--- src/rtl/image_audio_pkg.sv ---
// image_audio_pkg: state encoding and field widths shared by the serializer and the splitter.
package image_audio_pkg;
  typedef enum logic [1:0] {Idle, SendAddr, SendPixels, SendAudio} state_t;
  localparam int ADDR_W = 24;
  localparam int BYTE_W = 8;
  localparam int DIBIT_W = 2;
  localparam int ADDR_DIBITS = 12;
  localparam int BYTE_DIBITS = 4;
endpackage

--- src/rtl/byte_dibit_shifter.sv ---
// byte_dibit_shifter: accepts COUNT bytes and emits each as four LSB-first dibits, prefetching on the last dibit.
module byte_dibit_shifter
  import image_audio_pkg::*;
#(
  parameter int COUNT = 320
) (
  input  logic              clk,
  input  logic              rst,
  input  logic              clr,
  input  logic              en,
  input  logic              in_valid,
  input  logic [BYTE_W-1:0] in_data,
  output logic              ready,
  output logic              out_valid,
  output logic [1:0]        out_dibit,
  output logic              last
);
  localparam int CW = $clog2(COUNT + 1);
  logic [BYTE_W-1:0] hold;
  logic              full;
  logic [1:0]        dcnt;
  logic [CW-1:0]     acc;
  logic              draining;
  logic              take;
  // dcnt is the index of the dibit currently on the registered output
  assign draining  = full && dcnt != 2'(BYTE_DIBITS - 1);
  assign ready     = en && !draining && acc < CW'(COUNT);
  assign take      = ready && in_valid;
  assign out_valid = draining || take;
  assign out_dibit = draining ? hold[1:0] : take ? in_data[1:0] : 2'b00;
  assign last      = full && !draining && acc == CW'(COUNT);
  always_ff @(posedge clk or posedge rst) begin
    if (rst) begin
      hold <= '0;
      full <= 1'b0;
      dcnt <= '0;
      acc  <= '0;
    end else if (clr) begin
      full <= 1'b0;
      dcnt <= '0;
      acc  <= '0;
    end else if (draining) begin
      hold <= hold >> DIBIT_W;
      dcnt <= dcnt + 2'd1;
    end else if (take) begin
      hold <= in_data >> DIBIT_W;
      dcnt <= '0;
      full <= 1'b1;
      acc  <= acc + 1'b1;
    end else if (full) begin
      full <= 1'b0;
    end
  end
endmodule

--- src/rtl/image_audio_serializer.sv ---
// image_audio_serializer: address + pixel + audio frame onto an LSB-first dibit stream.
// Audio section built only when IMAGE_AUDIO_SERIALIZER_AUDIO_EN is defined.
module image_audio_serializer
  import image_audio_pkg::*;
#(
  parameter int PIXELS_PER_FRAME = 320,
  parameter int AUDIO_PER_FRAME  = 16
) (
  input  logic              clk,
  input  logic              rst,
  input  logic              frame_valid,
  input  logic [ADDR_W-1:0] frame_addr,
  output logic              frame_ready,
  input  logic              pixel_valid,
  input  logic [BYTE_W-1:0] pixel,
  output logic              pixel_ready,
  input  logic              audio_valid,
  input  logic [BYTE_W-1:0] audio,
  output logic              audio_ready,
  output logic              axiov,
  output logic [1:0]        axiod,
  output logic              busy
);
  state_t            state, state_n;
  logic [ADDR_W-1:0] addr_sr;
  logic [3:0]        addr_cnt;
  logic              accept, addr_last, addr_run, clr;
  logic              pix_v, pix_last, aud_v;
  logic [1:0]        pix_d, aud_d;
  logic              axiov_n;
  logic [1:0]        axiod_n;
  assign frame_ready = state == Idle;
  assign accept      = frame_valid && frame_ready;
  assign clr         = state == Idle;
  assign addr_last   = state == SendAddr && addr_cnt == 4'(ADDR_DIBITS);
  assign addr_run    = state == SendAddr && !addr_last;
  byte_dibit_shifter #(.COUNT(PIXELS_PER_FRAME)) u_pixel (
    .clk(clk), .rst(rst), .clr(clr), .en(addr_last || state == SendPixels),
    .in_valid(pixel_valid), .in_data(pixel), .ready(pixel_ready),
    .out_valid(pix_v), .out_dibit(pix_d), .last(pix_last)
  );
`ifdef IMAGE_AUDIO_SERIALIZER_AUDIO_EN
  logic aud_last;
  byte_dibit_shifter #(.COUNT(AUDIO_PER_FRAME)) u_audio (
    .clk(clk), .rst(rst), .clr(clr), .en((state == SendPixels && pix_last) || state == SendAudio),
    .in_valid(audio_valid), .in_data(audio), .ready(audio_ready),
    .out_valid(aud_v), .out_dibit(aud_d), .last(aud_last)
  );
`else
  logic unused_audio;
  assign unused_audio = &{1'b0, audio_valid, audio};
  assign audio_ready  = 1'b0;
  assign aud_v        = 1'b0;
  assign aud_d        = 2'b00;
`endif
  always_comb begin
    state_n = state;
    case (state)
      Idle:       state_n = accept ? SendAddr : Idle;
      SendAddr:   state_n = addr_last ? SendPixels : SendAddr;
`ifdef IMAGE_AUDIO_SERIALIZER_AUDIO_EN
      SendPixels: state_n = pix_last ? SendAudio : SendPixels;
      default:    state_n = aud_last ? Idle : SendAudio;
`else
      SendPixels: state_n = pix_last ? Idle : SendPixels;
      default:    state_n = Idle;
`endif
    endcase
  end
  // the shifters drive zero when inactive, so their outputs simply OR together
  assign axiov_n = accept || addr_run || pix_v || aud_v;
  assign axiod_n = accept ? frame_addr[1:0] : addr_run ? addr_sr[1:0] : pix_d | aud_d;
  always_ff @(posedge clk or posedge rst) begin
    if (rst) begin
      state    <= Idle;
      axiov    <= 1'b0;
      axiod    <= 2'b00;
      busy     <= 1'b0;
      addr_sr  <= '0;
      addr_cnt <= '0;
    end else begin
      state <= state_n;
      axiov <= axiov_n;
      axiod <= axiod_n;
      busy  <= state_n != Idle;
      if (accept) begin
        addr_sr  <= frame_addr >> DIBIT_W;
        addr_cnt <= 4'd1;
      end else if (addr_run) begin
        addr_sr  <= addr_sr >> DIBIT_W;
        addr_cnt <= addr_cnt + 4'd1;
      end
    end
  end
endmodule

--- config.mk ---
export PLATFORM = sky130hd
export DESIGN_NAME = image_audio_serializer
export DESIGN_NICKNAME = d
export VERILOG_FILES = /design/src/rtl/image_audio_pkg.sv /design/src/rtl/byte_dibit_shifter.sv /design/src/rtl/image_audio_serializer.sv
export SDC_FILE = /design/constraint.sdc
export NUM_CORES = 1
export LEC_CHECK = 0
export ABC_AREA = 1
export BUFFER_PORTS_ARGS = -buffer_cell sky130_fd_sc_hd__buf_2
export CORE_AREA = 2 2 94 87
export CTS_CLUSTER_SIZE = 24
export DETAILED_ROUTE_END_ITERATION = 16
export DIE_AREA = 0 0 96 89
export HOLD_SLACK_MARGIN = 0.12
export PLACE_DENSITY = 0.58
export SLEW_MARGIN = 0
export SYNTH_ARGS = -nofsm -noshare
export SYNTH_HDL_FRONTEND = slang
export SYNTH_SLANG_ARGS = --single-unit
--- constraint.sdc ---
create_clock -name clk -period 2.89 [get_ports clk]
set_input_delay 0.4335 -clock clk [delete_from_list [all_inputs] [get_ports clk]]
set_output_delay 0.4335 -clock clk [all_outputs]
set_load 0.005 [all_outputs]
**Yosys cells after proc, flatten, opt, wreduce, memory -nomap -nowiden**

Index checks and enable logic that the tools add are counted.

- Equal/unequal tests: 6
- Divide/modulo/power cells: 0
- Shifts and indexed selects: 0
- $lt $le $gt $ge: 1
- Mux-type cells: 23
- Reduce and logical (&&, ||, !) cells: 23
- $add $sub $neg: 3
- Multiply operators: 0
- Bitwise gates (word level): 1

Operators with widths:

| kind | count |
|---|---|
| two-way mux 24 bit | 2 |
| two-way mux 9 bit | 3 |
| two-way mux 2 bit | 9 |
| two-way mux 8 bit | 2 |
| adder 9 x 1 -> 9 bit, second input constant | 1 |
| == test 9 bit, second input constant | 1 |
| logical AND 1 bit | 9 |
| less-than comparator 9 bit, second input constant | 1 |
| two-way mux 4 bit | 2 |
| nonzero test 2 bit | 4 |
| one-hot mux 2 bit (3 select lines) | 1 |
| adder 4 x 1 -> 4 bit, second input constant | 1 |
| == test 4 bit, second input constant | 1 |
| logical OR 1 bit | 4 |
| two-way mux 1 bit | 4 |
| != test 2 bit, second input constant | 2 |
| AND reduction 2 bit | 2 |
| nonzero test 3 bit | 1 |
| adder 2 x 1 -> 2 bit, second input constant | 1 |
| == test 2 x 1 -> 1 bit, second input constant | 1 |
| == test 2 bit, second input constant | 1 |
| zero test 1 bit | 2 |
| zero test 2 bit | 1 |
| inverter 1 bit | 1 |

- Memories kept: 0
- Bits in writable memories: 0
- ROM bits: 0
- Register bits after elaboration: 54
- Output and inout bits: 7
- Latch bits: 0

**Longest topological paths before layout**

Gate-level depths: netlist of the first run.

- Depth in word-level cells: 10
- Gate-level depth with buffers: 10
- Depth with buffers taken out: 10

**By module**

Synthesis of the first run repeated with hierarchy kept, for this count alone.

- Cell total of the unflattened synthesis: 368
- Area total of the unflattened synthesis: 2733.9 um^2

By module, submodules not included:

| module | cells each | area an instance (um^2) | sequential area each (um^2) | times used |
|---|---|---|---|---|
| image_audio_serializer | 218 | 1652.8 | 800.8 | 1 |
| byte_dibit_shifter | 150 | 1081.0 | 450.4 | 1 |

**Least setup slack after synthesis of the first run**

No wires, ideal clock.

- Path type: reg-to-output
- Start: reg addr_cnt[0]
- End: out pixel_ready
- Required time: 2.457 ns
- Arrival: 1.042 ns
- Path buffers: 0
- Setup slack: 1.415 ns
- Stages on the path, launching flop included: 7
- Cell sequence: dfrtp_1 > inv_1 > ha_1 > nand3_2 > o21ai_4 > nand2_1 > inv_1

- Longest elaborated chain between the ends: 5

Ends and longest elaborated chain:

| what | line | text |
|---|---|---|
| start: declaration | image_audio_serializer.sv:26 | `logic [3:0] addr_cnt;` |
| start signal: assignment | image_audio_serializer.sv:91 | `addr_cnt <= addr_cnt + 4'd1;` |
| == test 4 bit | image_audio_serializer.sv:35 | `assign addr_last = state == SendAddr && addr_cnt == 4'(ADDR_DIBITS);` |
| logical AND 1 bit | image_audio_serializer.sv:35 |  |
| logical OR 1 bit | image_audio_serializer.sv:38 | `.clk(clk), .rst(rst), .clr(clr), .en(addr_last \|\| state == SendPixels),` |
| logical AND 1 bit (2 in series) | byte_dibit_shifter.sv:27 | `assign ready = en && !draining && acc < CW'(COUNT);` |
| end: declaration | image_audio_serializer.sv:16 | `output logic pixel_ready,` |

No other way between the ends.

**Worst setup path after layout of the first run**

- Start: reg u_pixel.dcnt[0]
- End: out pixel_ready

- Longest elaborated chain between the ends: 5

Ends and longest elaborated chain:

| what | line | text |
|---|---|---|
| start: declaration | byte_dibit_shifter.sv:21 | `logic [1:0] dcnt;` |
| start signal: assignment | byte_dibit_shifter.sv:44 | `dcnt <= dcnt + 2'd1;` |
| != test 2 bit | byte_dibit_shifter.sv:26 | `assign draining = full && dcnt != 2'(BYTE_DIBITS - 1);` |
| logical AND 1 bit | byte_dibit_shifter.sv:26 |  |
| zero test 1 bit | byte_dibit_shifter.sv:27 |  |
| logical AND 1 bit (2 in series) | byte_dibit_shifter.sv:27 |  |

No other way between the ends.

==> results of run 1 <==
[sequential cells by signal (all words and copies together), names as in the netlist]
name          count
addr_cnt          4
addr_sr          22
axiod             2
axiov             1
busy              1
state             2
u_pixel.acc       9
u_pixel.dcnt      2
u_pixel.full      1
u_pixel.hold      6
[critical path: stages (launching register included)]
cell and delay (ns):
sky130_fd_sc_hd__dfrtp_1 0.38, sky130_fd_sc_hd__ha_1 0.15, sky130_fd_sc_hd__inv_1 0.06, sky130_fd_sc_hd__nand2_2 0.21
sky130_fd_sc_hd__nand2_1 0.10, sky130_fd_sc_hd__nor2_2 0.20, sky130_fd_sc_hd__nand2_1 0.08, sky130_fd_sc_hd__inv_1 0.05
sky130_fd_sc_hd__buf_2 0.10
[metal layers]
layer	global-route usage	vias to the layer above	routed length (um)
met5	0	-	0
met4	0.0584	0	50
met3	0.0177	4	145
met2	0.198	39	2220
met1	0.196	923	2690
li1	-	1036	-
[per-stage QoR]
step | hold slack (ns) | area (um2) | total power [mW] | utilization | cells
final | 0.150 | 2920 | 1.83 | 0.391 | 438
after global routing | 0.197 | 2920 | 1.98 | 0.391 | 438
after CTS | 0.163 | 2920 | 1.86 | 0.391 | 438
after detailed placement | 0.471 | 2820 | 1.42 | 0.377 | 430
after global placement | 0.466 | 2820 | 1.41 | 0.377 | 430
after floorplan | 0.451 | 2530 | 1.31 | - | 299
[worst max-delay path by stage]
stage	start	end	slack, ns	depth (start not counted)
final	u_pixel.dcnt[0]$_DFFE_PP0P_	pixel_ready	0.83	8
after detailed placement	u_pixel.dcnt[0]$_DFFE_PP0P_	pixel_ready	1.14	8
after CTS	u_pixel.dcnt[0]$_DFFE_PP0P_	pixel_ready	0.80	8
after global routing	u_pixel.dcnt[0]$_DFFE_PP0P_	pixel_ready	0.69	8
after global placement	u_pixel.dcnt[0]$_DFFE_PP0P_	pixel_ready	1.16	8
after floorplan	rst	addr_cnt[0]$_DFFE_PP0P_	1.26	1
[Yosys cell counts (all sizes together), types with 2 or more instances]
cell / instances / area, um2
a21oi: 2 / 10.0
buf: 8 / 57.6
dfrtp: 50 / 1250
ha: 5 / 62.6
inv: 57 / 214
nand2: 88 / 365
nand3: 11 / 72.6
nand4: 8 / 50.1
nor2: 17 / 73.8
o211ai: 2 / 15.0
o21ai: 25 / 148
o221ai: 18 / 158
xnor2: 3 / 26.3
[layout make-up]
type	instances	area (um2)
Clock buffer	6	82.6
Clock inverter	2	17.5
Fill cell	787	4550
Inverter	57	214
Multi-Input combinational cell	183	1000
Sequential cell	50	1250
Tap cell	96	120
Timing Repair Buffer	44	228
[cells in the final DEF (no fill, tap or decap), types with 2 or more instances in the layout]
| master | count |
|---|---|
| sky130_fd_sc_hd__clkbuf_8 | 6 |
| sky130_fd_sc_hd__clkinv_4 | 2 |
| sky130_fd_sc_hd__xnor2_1 | 3 |
| sky130_fd_sc_hd__o21ai_0 | 20 |
| sky130_fd_sc_hd__nand2_4 | 2 |
| sky130_fd_sc_hd__ha_1 | 5 |
| sky130_fd_sc_hd__nand4_1 | 8 |
| sky130_fd_sc_hd__nand2_2 | 8 |
| sky130_fd_sc_hd__nand3_1 | 9 |
| sky130_fd_sc_hd__nand2_1 | 78 |
| sky130_fd_sc_hd__o21ai_2 | 3 |
| sky130_fd_sc_hd__buf_4 | 3 |
| sky130_fd_sc_hd__o221ai_1 | 18 |
| sky130_fd_sc_hd__nor2_1 | 15 |
| sky130_fd_sc_hd__dfrtp_1 | 50 |
| sky130_fd_sc_hd__buf_2 | 41 |
| sky130_fd_sc_hd__inv_2 | 2 |
| sky130_fd_sc_hd__o211ai_1 | 2 |
| sky130_fd_sc_hd__a21oi_1 | 2 |
| sky130_fd_sc_hd__inv_1 | 55 |
[cell families after synthesis]
| kind of cell | share of synthesized area |
|---|---|
| other | 0.00148 |
| xor gates and xnor gates | 0.0138 |
| buffers and inverters | 0.109 |
| AOI/OAI and AO/OA | 0.131 |
| adders and majority gates | 0.0247 |
| DFF | 0.494 |
| and+or+nand+nor | 0.226 |
[power by group through the flow]
stage               registers [mW]  logic, mW  clock network [mW]
global route                 0.865      0.631               0.482
global placement             0.869      0.538                   0
CTS                          0.855      0.549               0.456
finish                       0.855      0.539               0.440
floorplan                    0.860      0.449                   0
detailed placement           0.870      0.547                   0
==> metrics list, run 1 <==
- Gates resized during post-CTS repair numbered 0.
* Final Wtd Congestion: around 0.78
- Relative contribution of the clock network to total power: 0.240
* Critical path peak fanout: 15
* Clock transition time at the flip-flop clock pins of the worst setup and hold paths: 0.10 ns
* Area of the placeable core: 0.00747 mm2
* Skew final: 0.00899 ns
- Relative contribution of sequential cells to total power: 0.466
* Highest clock frequency the design can meet: 485 MHz
- Peak ir drop on the vdd network: about 270 uV
- Cell-internal power: 1.20 mW
- For the worst setup path, the data arrival time is 1.63 ns.
- Number of setup violations in the final report: 0
* Warning count from the yosys run: 0
- Post-route setup slack: between 0.8 and 0.9 ns
- STA classifies the critical path endpoint as an output port.
- Worst r2r path cells: 5
* Number of buffers created by CTS: 5
- Of the total power, the share spent switching nets is 0.347.
- I/O pin count: 52
- The repair_antennas step left the layout with diodes totalling 0.
- Wire length of the first global-routing pass: 8.78 mm
- Leakage: about 1.4 nW
* Final number of hold-violating endpoints: 0
- In the synthesized netlist the async set-or-reset flop fraction comes to 1.00.
- For this run, the post-layout net count is ~390.
- Startpoint of the worst-slack reg-to-reg timing path: state[1]$_DFF_PP0_
- The floorplan has 30 rows.
* Type of origin of the critical path: flop
* Clock latency reported for the late side of the worst-skew pair: about 0.3 ns
- Pin slew with the least headroom to its limit: 0.732 ns
* Result of the run: complete, no violations
- Dividing the detail-routed wire length by the instance count gives 11.7 um.
- Data on the critical path is required at its endpoint by 2.46 ns.
* Bufs on Longest Clock Path: 2
* Number of library cell types mapped by synthesis: 30
- The tightest min-delay check is of the in -> async type.
- Number of levels in the clock H-tree: 2
* Number of design-rule violations left by the first detailed-router iteration: 112
- Via Count: 2002
* Die outline height: between 80 and 90 um
* Total Neg Setup Slack: 0 ns
- Syn nets: roughly 350
- The share of total power dissipated in combinational logic is 0.294.
- Critical Setup Path Class: reg -> out
- Tcrit/Tclk final: 0.714
- The die covers 0.00854 mm2.
- Remaining DRCs: 0
- TritonCTS built the clock tree.
- Synthesis produced ~300 cells.
- Detail-routed via count per cell: 4.57
* Share of layout cells above drive strength 1: 0.213
* GR Util All Layers: 0.134
- Initial Util: 0.339
- Detailed placement HPWL: around 3.7 mm
- The count of nets left with antenna violations once routing finished came out at 0.
- The endpoint identified for the worst register-to-register timing path is axiod[0]$_DFF_PP0_.
- Layout area overhead: 15.3%
* Syn Std Cell Area: between 0.002 and 0.003 mm2
- Sequential element share of the synthesized area: 0.494
* Total grt overflow: 0
- Before CTS, the worst setup slack after placement is 1.14 ns.
- Clock Root Buffer: sky130_fd_sc_hd__clkbuf_8
- Counting flops with a built-in enable in the synthesized netlist gives 0.
* Most used flip-flop cell after synthesis: sky130_fd_sc_hd__dfrtp_1
* Minimum clock period after layout: 2.06 ns
- Setup repair after global routing left no endpoint under its margin.
* Vias in the first global route: between 1500 and 2000
- Setup slack on the worst reg-to-reg path comes out at around 1.2 ns.
- The first detailed-routing pass took 4 iterations.
* Max_cap viols: 0
- In this run the mean area of a mapped cell was 8.47 um2.
- The number of antenna violations at the first check in global routing was 0.
* Largest net degree at the start of global routing: 28
* Flip-flop and latch count after synthesis: 50
* Buffers inserted by post-CTS timing repair: 0
* Hold_buf cts: 0
- Buffers added on ports: 41
- Max transition margin: 0.512
- Total power density per cell area: 628 mW/mm2
* Total clock sinks: 50
- In this run the horizontal extent of the chip is ~96 um.
- Reported net switching power: 637 uW
* Final Max Tran Viols: 0
- Detailed Route WL: between 5 and 6 mm
Power figures use the tool's default switching activity.
==> run 2, diff against run 1 <==
Settings changed: PLACE_DENSITY 0.58 to 0.6.
Clock period 2.89 ns to 1.7 ns, I/O delays scaled along.
==> run 2 against run 1 <==
Against the previous run:
- via count up 3.4%
- flip-flop and latch count unchanged
- critical path depth down 1
- routed wire length grew 6.0%
- hold slack got worse by 0.00093 ns
- die area stayed put
- design area up 6.1%
- count of clock-buffer cells in the layout fell by 1
- worst setup slack got worse by 0.76 ns
- register-to-register slack got worse by 1.1 ns
- largest cell class unchanged
==> metrics list, run 2 (synthesis gave the netlist of run 1 again) <==
- Result of the run: complete, no violations
* Data arrival time of the critical path: 1.38 ns
- Final instance count without filler cells: 454
- The analysis attributes to cell leakage a power of 1.53 nW.
- For this block, the via count after detailed routing is 2070.
* Post-DRT Antenna Nets: 0
- Bufs on Longest Clock Path: 2
* Final Max Tran Viols: 0
* Critical Setup Path Class: reg -> out
- Number of flip-flops under the largest register name: 22
* Total clock sinks: 50
- Wire length of the first global-routing pass: 9.19 mm
- STA classifies the critical path endpoint as an output port.
- Between clock sinks in the finished design, the worst skew comes to 0.0114 ns.
* Total grt overflow: 0
- Compared with the post-synthesis result, the final layout area differs by 22.3%.
- Initial Util: 0.339
* Sequential cell area in the final layout: ~0.0013 mm2
* Total Neg Setup Slack: 0 ns
- In the final routed layout, each cell accounts on average for 11.9 um.
- Final Wtd Congestion: ~0.8
* Die span in x: 96 um
* Die outline height: 89 um
* Vias in the first global route: 1960
- In this run, placement finished with an instance count of around 440.
- IR analysis of the VDD net gives a maximum drop of between 400 and 500 uV.
* Detailed Route WL: 5.41 mm
- Most frequent standard cell in the layout excluding fill and tap cells: sky130_fd_sc_hd__nand2_1
- Minimum clock period after layout: 1.63 ns
- Setup violations remaining at the end of the flow were counted as 0.
- The worst setup path is launched from a flop.
- GR Util All Layers: 0.138
- Clock-pin slew was measured on the worst setup and hold paths at 0.10 ns.
- Required time at the endpoint of the critical path: 1.44 ns
- The core region is 0.00747 mm2.
- Most frequent cells in the layout: sky130_fd_sc_hd__nand2_1 (77), sky130_fd_sc_hd__inv_1 (51), sky130_fd_sc_hd__dfrtp_1 (50), sky130_fd_sc_hd__buf_2 (41), sky130_fd_sc_hd__o21ai_0 (20)
* Top Registers: addr_sr (22), u_pixel.acc (9), u_pixel.hold (6)
- Of the available clock period, the critical path in the final layout requires 0.959.
- The die covers 0.00854 mm2.
- Highest clock frequency the design can meet: 613 MHz
- Max_cap viols: 0
* Number of levels in the clock H-tree: 2
* Total power density per cell area: 1090 mW/mm2
- Number of buffers created by CTS: 5
* Clock latency reported for the late side of the worst-skew pair: ~0.31 ns
* Drt first pass iters: 4
- Initial antenna violation count: 0
* Net count of the finished layout: roughly 410
- CTS tree: built
- N_diodes: 0
- Counting the fill cells in the layout gives around 740.
- After floorplanning, the core was divided into 30 placement rows.
* HP Class: in -> reg
- Dividing the detail-routed via count by the number of cells gives 4.56.
- Multi-input combinational cell area: 0.00103 mm2
- Critical path peak fanout: 3
- Buffers added on ports: 41
* Detailed placement HPWL: 3.83 mm
* I/O pin count: 52
* Final number of hold-violating endpoints: 0
- In this run the clock root is driven by a sky130_fd_sc_hd__clkbuf_8.
* Biggest register: addr_sr
* Number of design-rule violations left by the first detailed-router iteration: 137
- RSZ-0062 raised after global routing: no
- Entering global routing, the biggest net connects 24 pins.
- Share of layout cells above drive strength 1: 0.265
- Remaining DRCs: 0
## run 2: stage by stage
stage                util  power [mW]  setup slack (ns)  area, um2  hold WS (ns)
finish              0.414        3.36            0.0697       3100         0.149
global route        0.414        3.63           0.00157       3100         0.145
CTS                 0.408        3.34            0.0198       3050         0.141
detailed placement  0.382        2.43            0.0467       2860         0.286
global placement    0.382        2.41            0.0764       2860         0.280
floorplan               -        2.23             0.244       2530         0.372
## run 2: path summary, 6_finish.rpt
kind                                               from                         end  slack (ns)  cells past startpoint
worst max-delay path            addr_cnt[1]$_DFFE_PP0P_                 pixel_ready        0.07                      7
min in group asynchronous                           rst     addr_sr[19]$_DFFE_PP0P_        0.48                      3
worst min-delay path                     frame_addr[20]     addr_sr[18]$_DFFE_PP0P_        0.15                      3
max in group asynchronous                           rst     addr_cnt[2]$_DFFE_PP0P_        0.64                      4
worst min register to register   addr_sr[0]$_DFFE_PP0P_      addr_sr[0]$_DFFE_PP0P_        0.51                      2
worst max register to register  addr_cnt[1]$_DFFE_PP0P_  u_pixel.acc[6]$_DFFE_PP0P_        0.10                     10
## run 2: area by class of cell
class | instances | share of cell area
Sequential cell | 50 | 0.404
Multi-Input combinational cell | 183 | 0.334
Timing Repair Buffer | 60 | 0.117
Inverter | 57 | 0.0703
Tap cell | 96 | 0.0388
Clock buffer | 5 | 0.0222
Clock inverter | 3 | 0.0129
## run 2: per-layer routing
| layer | global-route usage | part of all wire | vias up |
|---|---|---|---|
| li1 | - | - | 1070 |
| met1 | 0.196 | 0.50 | 953 |
| met2 | 0.203 | 0.44 | 39 |
| met3 | 0.0287 | 0.040 | 8 |
| met4 | 0.0623 | 0.022 | 0 |
| met5 | 0 | 0 | - |
## run 2: critical path, cell delays in order, from the launching register on
cell and delay, ns:
sky130_fd_sc_hd__dfrtp_1 0.40, sky130_fd_sc_hd__inv_2 0.09, sky130_fd_sc_hd__ha_4 0.15, sky130_fd_sc_hd__nand3_4 0.08
sky130_fd_sc_hd__o21ai_4 0.16, sky130_fd_sc_hd__nand2_1 0.07, sky130_fd_sc_hd__inv_1 0.05, sky130_fd_sc_hd__buf_2 0.10
## run 2: repair_timing
item	in CTS	in global routing
setup endpoints to repair	1	10
gates cloned	0	0
buffers inserted	6	4
pin swaps	4	6
hold endpoints to repair	19	0
gates resized for setup	6	4
hold buffers	1	0
## run 2: power breakdown
part | internal, mW | switching [mW]
clock | 0.434 | 0.402
combinational | 0.449 | 0.619
sequential | 1.36 | 0.0971
